**config.mk**
```make
export PLATFORM = sky130hd
export DESIGN_NAME = pipe_ctrl
export DESIGN_NICKNAME = d
export VERILOG_FILES = /design/src/rtl/pipe_ctrl.sv
export SDC_FILE = /design/constraint.sdc
export NUM_CORES = 1
export LEC_CHECK = 0
export CAP_MARGIN = 20
export CORE_MARGIN = 1.5
export CORE_UTILIZATION = 45
export DETAILED_ROUTE_END_ITERATION = 12
export PLACE_DENSITY_LB_ADDON = 0.25
export SYNTH_ARGS = -nofsm -noshare
export SYNTH_HDL_FRONTEND = slang
export SYNTH_SLANG_ARGS = --single-unit
```
**constraint.sdc**
```tcl
create_clock -name clk -period 2.1 [get_ports clk]
set_input_delay 0.315 -clock clk [delete_from_list [all_inputs] [get_ports clk]]
set_output_delay 0.315 -clock clk [all_outputs]
set_load 0.01 [all_outputs]
```
**src/rtl/pipe_ctrl.sv**
```systemverilog
`default_nettype none
// ============================================================================
//  Module   : pipe_ctrl
//  Brief    : Five-stage pipeline sequencing controller: stall merge, flush
//             sequencing with redirect PC, stall watchdog and stall counter.
//  Revision : 1.0 - initial release
// ============================================================================
module pipe_ctrl #(
    parameter int FLUSH_CYC = 2,
    parameter int MAX_STALL = 255,
    parameter int CNT_W     = 8
) (
    input  logic             clk,
    input  logic             rst,
    input  logic             stallreq_id,
    input  logic             stallreq_ex,
    input  logic             flush_req,
    input  logic [31:0]      flush_pc,
    output logic [5:0]       stall_o,
    output logic             flush_o,
    output logic [31:0]      new_pc_o,
    output logic [CNT_W-1:0] stall_cnt_o,
    output logic             stall_timeout_o,
    output logic [31:0]      stall_total_o
);

    localparam int              FC_W         = (FLUSH_CYC > 1) ? $clog2(FLUSH_CYC) : 1;
    localparam logic [FC_W-1:0] C_FLUSH_LAST = FC_W'(FLUSH_CYC - 1);
    localparam logic [CNT_W-1:0] C_MAX       = CNT_W'(MAX_STALL);
    localparam logic [5:0]      C_STALL_EX   = 6'b001111;
    localparam logic [5:0]      C_STALL_ID   = 6'b000111;

    localparam logic [0:0] S_RUN   = 1'b0;
    localparam logic [0:0] S_FLUSH = 1'b1;

    logic [0:0]       state_q, state_d;
    logic [FC_W-1:0]  fcnt_q,  fcnt_d;
    logic [31:0]      pc_q,    pc_d;
    logic [CNT_W-1:0] cnt_q,   cnt_d;
    logic             to_q,    to_d;
    logic [31:0]      total_q, total_d;
    logic [5:0]       w_stall;
    logic [CNT_W-1:0] w_cnt_inc;

    // Reset is folded in so the stall vector reads zero while rst is low.
    always_comb begin
        w_stall = 6'b000000;
        if (rst && (state_q == S_RUN)) begin
            if (stallreq_ex) begin
                w_stall = C_STALL_EX;
            end else if (stallreq_id) begin
                w_stall = C_STALL_ID;
            end
        end
    end

    assign w_cnt_inc = (cnt_q == C_MAX) ? C_MAX : (cnt_q + 1'b1);

    always_comb begin
        state_d = state_q;
        fcnt_d  = fcnt_q;
        pc_d    = pc_q;
        cnt_d   = cnt_q;
        to_d    = to_q;
        total_d = total_q;
        case (state_q)
            S_RUN: begin
                if (w_stall != 6'b000000) begin
                    total_d = total_q + 32'd1;
                    cnt_d   = w_cnt_inc;
                    to_d    = to_q | (w_cnt_inc == C_MAX);
                end else begin
                    cnt_d   = '0;
                end
                // Flush entry overrides the watchdog update of this same edge.
                if (flush_req) begin
                    state_d = S_FLUSH;
                    fcnt_d  = C_FLUSH_LAST;
                    pc_d    = flush_pc;
                    cnt_d   = '0;
                    to_d    = 1'b0;
                end
            end
            S_FLUSH: begin
                cnt_d = '0;
                to_d  = 1'b0;
                if (fcnt_q == '0) begin
                    state_d = S_RUN;
                end else begin
                    fcnt_d = fcnt_q - 1'b1;
                end
            end
            default: begin
                state_d = S_RUN;
            end
        endcase
    end

    always_ff @(posedge clk or negedge rst) begin
        if (!rst) begin
            state_q <= S_RUN;
            fcnt_q  <= '0;
            pc_q    <= '0;
            cnt_q   <= '0;
            to_q    <= 1'b0;
            total_q <= '0;
        end else begin
            state_q <= state_d;
            fcnt_q  <= fcnt_d;
            pc_q    <= pc_d;
            cnt_q   <= cnt_d;
            to_q    <= to_d;
            total_q <= total_d;
        end
    end

    assign stall_o         = w_stall;
    assign flush_o         = (state_q == S_FLUSH);
    assign new_pc_o        = pc_q;
    assign stall_cnt_o     = cnt_q;
    assign stall_timeout_o = to_q;
    assign stall_total_o   = total_q;

endmodule
`default_nettype wire

```
## Word level (Yosys, flattened, before mapping)

Index checks and enable logic that the tools add are counted.

| storage, ports and cells | value |
|---|---|
| word-level logic and storage cells | 35 |
| register bits | 75 |
| input port bits | 37 |
| output and inout bits | 80 |

| cells by class | value |
|---|---|
| equality and inequality tests | 4 |
| $add $sub $neg | 3 |
| multiplexer cells | 16 |
| reduce and logical (&&, ||, !) cells | 4 |
| bitwise logic cells | 2 |

Operators by type and width:

| operator | number |
|---|---|
| $add 32x1->32 const B | 1 |
| $mux 8 | 3 |
| $eq 8x8->1 const B | 2 |
| $pmux 8 s2 | 1 |
| $add 8x1->8 const B | 1 |
| $mux 1 | 6 |
| $mux 6 | 1 |
| $pmux 1 s2 | 3 |
| $reduce_bool 6->1 | 1 |
| $mux 4 | 1 |
| $reduce_and 2->1 | 2 |
| $mux 3 | 1 |
| $ne 3x2->1 const B | 1 |
| $ne 2x2->1 const B | 1 |
| $logic_and 1x1->1 | 1 |
| $not 1->1 | 1 |
| $or 1x1->1 | 1 |
| $sub 1x1->1 const B | 1 |

## Depth between registers and ports, before layout

| depth | value |
|---|---|
| depth in word-level cells | 7 |
| mapped depth | 6 |
| depth with buffers taken out | 5 |

## Least setup slack after synthesis

OpenSTA, ideal clock, no wires.

| path | value |
|---|---|
| path type | register to register |
| start point | reg state_q (netlist: flush_o) |
| end point | reg total_q[29] (netlist: stall_total_o[29]) |
| arrival time | 1.714 ns |
| path slack | 0.307 ns |
| setup time | 0.079 ns |
| period minus slack after synthesis | 1.793 ns |
| stages on the path, launching flop included | 6 |
| required time | 2.021 ns |
| buffers on the path | 1 |
| path through | dfrtp_1 nand2b_1 or4_1 buf_4 nor4_2 xor2_1 |

| on the way | value |
|---|---|
| word-level cells in the longest chain between the ends | 5 |

Ends and longest elaborated chain:

| what | RTL line | source |
|---|---|---|
| start: declaration | 36 | `logic [0:0] state_q, state_d;` |
| start signal: assignment | 108 | `state_q <= state_d;` |
| $not 1->1 (no source line) (*) | n/a |  |
| $logic_and 1x1->1 | 48 | `if (rst && (state_q == S_RUN)) begin` |
| $mux 6 | 48 |  |
| $reduce_bool 6->1 | 68 | `if (w_stall != 6'b000000) begin` |
| $reduce_and 2->1 (no source line) (*) | n/a |  |
| end signal: assignment | 113 | `total_q <= total_d;` |
| end: declaration | 41 | `logic [31:0] total_q, total_d;` |

Mark *: on every way between the ends. The rest lies on a longest branch, timed or not.
A chain may end at the register's enable or synchronous reset.

## Worst setup path in the final report

| path | value |
|---|---|
| start point | reg state_q (netlist: flush_o) |
| end point | out stall_o[3] |

| on the way | value |
|---|---|
| word-level cells in the longest chain between the ends | 3 |

Ends and longest elaborated chain:

| what | RTL line | source |
|---|---|---|
| $not 1->1 (no source line) | n/a |  |
| $logic_and 1x1->1 | 48 |  |
| $mux 6 | 48 |  |
| end: declaration | 19 | `output logic [5:0] stall_o,` |

No other way between the ends.

==> run metrics <==
DR vias=2520; ys flop type=dfrtp_1; RSZ-0062 raised after global routing=no; Worst R2R End=stall_total_o[23]$_DFFE_PN0P_; sequential power share=42.7%; yosys warns=0; Final Power=4.99 mW; initial antenna violation count=0; clock skew=6.47 ps; most common cell after layout, fill and taps aside=clkdlybuf4s50_1; DR vias/cell=approximately 5.1; MaxCap Viol Count=0; Fin. Hold Viols=0; share of layout cells above drive strength 1=18.6%; Synth Area in Adders=0.760%; Core Region=0.00694 mm²; Pins Over Slew Limit=0; worst path cell trace=nor2b_2 -> and2_1 -> clkdlybuf4s50_1; Buffers on Ports=114; Ports=117; register bit total from synthesis=75; Total Nets Final=432; CP delay by family, top=buffers and inverters; internal power=approximately 3.6 mW; HPWL after DPL=~5400 µm; Slew @ Worst Pin=557 ps; Crit path depth=3; drt initial violations=between 80 and 90; count of placed standard cells including taps=477; Initial Utilization=between 40% and 50%; Area Overhead vs Synth=46.2%; worst-skew pair later-pin latency=340 ps; R2R cell count=5; PwrDens=1040 mW/mm²; DR pass1 iterations=4; Synth area leader=dfrtp_1; Hold WS=16.3 ps; switch share=28.5%; Root Buffer=clkbuf_8; clk sink count=75; Synth top area share=roughly 57%; Synth Area in Compound Gates=2.05%; worst path required time=1780 ps; routed len/inst=15.1 µm; simple-gate area share of the yosys netlist=16.9%; mux contribution to synthesized area=11.6%; crit path kind=flop to output pin; ANT cells=0; post-synthesis instance area=between 0.003 and 0.004 mm²; CP endpoint kind=output pin; DIE AREA=0.00783 mm²; FF-to-FF Start=flush_o$_DFF_PN0_; Tcrit/Tclk final=a little over nine tenths; switching power=1.42 mW; first-pass GRT wire length=11800 µm; CP max stage delay=530 ps; Post-synth EDFFs=0; share of synthesized flip-flops with an asynchronous set or reset=100%; postcts setup bufs=0; worst hold path class=input port to async pin; Num CTS Buffers=9; fillers=510; Max-Slew Margin vs Limit=62.8%; Post-Synth XOR/XNOR Area=between 9 and 10%; Final GP Congestion=0.801; Distinct cells, synth=33; Max Fclk=between 500 and 600 MHz; Mapped Cells=266; Startpoint Class=flop; most frequent cells in the layout=clkdlybuf4s50_1, dfrtp_1, mux2_2; pin count of the biggest net entering global routing=45; CP arrival=1660 ps; H-tree Lvls=3; top cells by area, synth=dfrtp_1, mux2_2, xor2_1; Clock Path Buffers=2; Final ANT Viol Nets=0; Critical Path Source=flush_o$_DFF_PN0_; peak supply drop=0.000734 V; clock share of power=a little over a fifth; Critical-path top delay cell=clkdlybuf4s50_1; row count=30; Final min period=~2000 ps; CTS tree=built; sequential area share after synthesis=a little under three fifths; chip width=88.5 µm; part of the power in combinational logic=35.7%; drt drc=0; GR Util All Layers=19.8%; syn_area_per_cell=12.4 µm²; Worst-path clk slew=around 70 ps; Leakage=about 2.1 nW; WP buf/inv=1; status=finished clean; CP Max Fanout=7; Setup Viol. Count Final=0; Non-Filler Instances=494; Total Routed Length=7450 µm; Vert. Die Dim=approximately 90 µm; reg2reg setup slack=roughly 150 ps; number of global-route vias before repair=2481; grt ovf=0; main combinational cell family by area after synthesis=simple AND/OR/NAND/NOR gates
==> cell usage after synthesis, types with 2 or more instances <==
master,count
nor4_1,8
or2_2,2
nor2b_1,2
clkbuf_1,6
ha_1,2
xor2_1,26
buf_4,5
nor3_1,10
nand4_1,7
and3_1,2
nand3_1,18
inv_1,4
dfrtp_1,75
nand2_1,14
xnor2_1,8
nand2b_1,2
a21oi_1,7
and4_1,5
nor2_1,12
nor4_2,5
mux2_2,34
==> area by class of cell <==
| class | instances | area (µm²) | area share [%] |
|---|---|---|---|
| flip-flops and latches | 75 | 1880 | 39.0 |
| repair buffers | 127 | 1260 | 26.2 |
| inverters | 4 | 15.0 | 0.312 |
| clock buffers | 14 | 153 | 3.17 |
| clock inverters | 2 | 35.0 | 0.728 |
| well taps | 96 | 120 | 2.50 |
| multi-input cells | 176 | 1350 | 28.1 |
==> state kept, by name (all words and copies together) (netlist names) <==
name and flops:
stall_total_o 32, new_pc_o 32, flush_o 1, stall_cnt_o 8
fcnt_q 1, stall_timeout_o 1
==> kinds of logic (layout without fill, tap and decap cells) <==
logic type	count (synthesis)	in the layout
compound gates	11	11
mux	34	34
fa+ha+maj	2	2
xor+xnor	34	34
simple gates	93	93
flops	75	75
other cells	1	2
buf+inv	16	147
==> repair_timing <==
action	4_1_cts	5_1_grt
hold buffers	1	0
pin swaps	0	0
hold endpoints to repair	1	0
resized for setup	3	5
endpoints found under the setup margin	4	4
==> routing by layer <==
layer	track usage, %	part of all wire (%)	vias to the layer above
met5	0	0	-
met4	7.10	1.6	0
met3	6.06	7.0	9
met2	31.6	47	92
met1	25.8	45	1224
li1	-	-	1195
==> power groups by stage <==
stage,registers (mW),logic (mW),clock network (mW)
after CTS,2.13,1.81,1.11
final,2.13,1.78,1.08
after detailed placement,2.16,1.79,0
after floorplan,2.31,0.547,0
after global placement,2.13,1.76,0
after global routing,2.19,1.91,1.18
==> worst register-to-register path, stage by stage (launching register included) <==
cell	delay, ps
dfrtp_2	450
nand2b_2	230
or4_1	540
buf_4	210
nor4_2	250
xor2_1	180
==> stage by stage <==
| stage | TNS (ps) | area (µm²) | setup WS, ps | utilization (%) |
|---|---|---|---|---|
| floorplan | 0 | 3290 | 307 | - |
| global placement | 0 | 4590 | 15.3 | 66.1 |
| detailed placement | -81.7 | 4590 | -41.5 | 66.1 |
| CTS | -0.104 | 4800 | -0.104 | 69.1 |
| global route | 0 | 4810 | 57.1 | 69.3 |
| finish | 0 | 4810 | 120 | 69.3 |
==> worst max path at each step <==
stage	slack, ps	to
floorplan	310	stall_total_o[29]$_DFFE_PN0P_
global placement	20	stall_total_o[31]$_DFFE_PN0P_
detailed placement	-40	stall_total_o[23]$_DFFE_PN0P_
global route	60	stall_o[3]
CTS	-0.1	stall_o[3]
finish	120	stall_o[3]
Note: power is estimated with default switching activity, not from simulation.
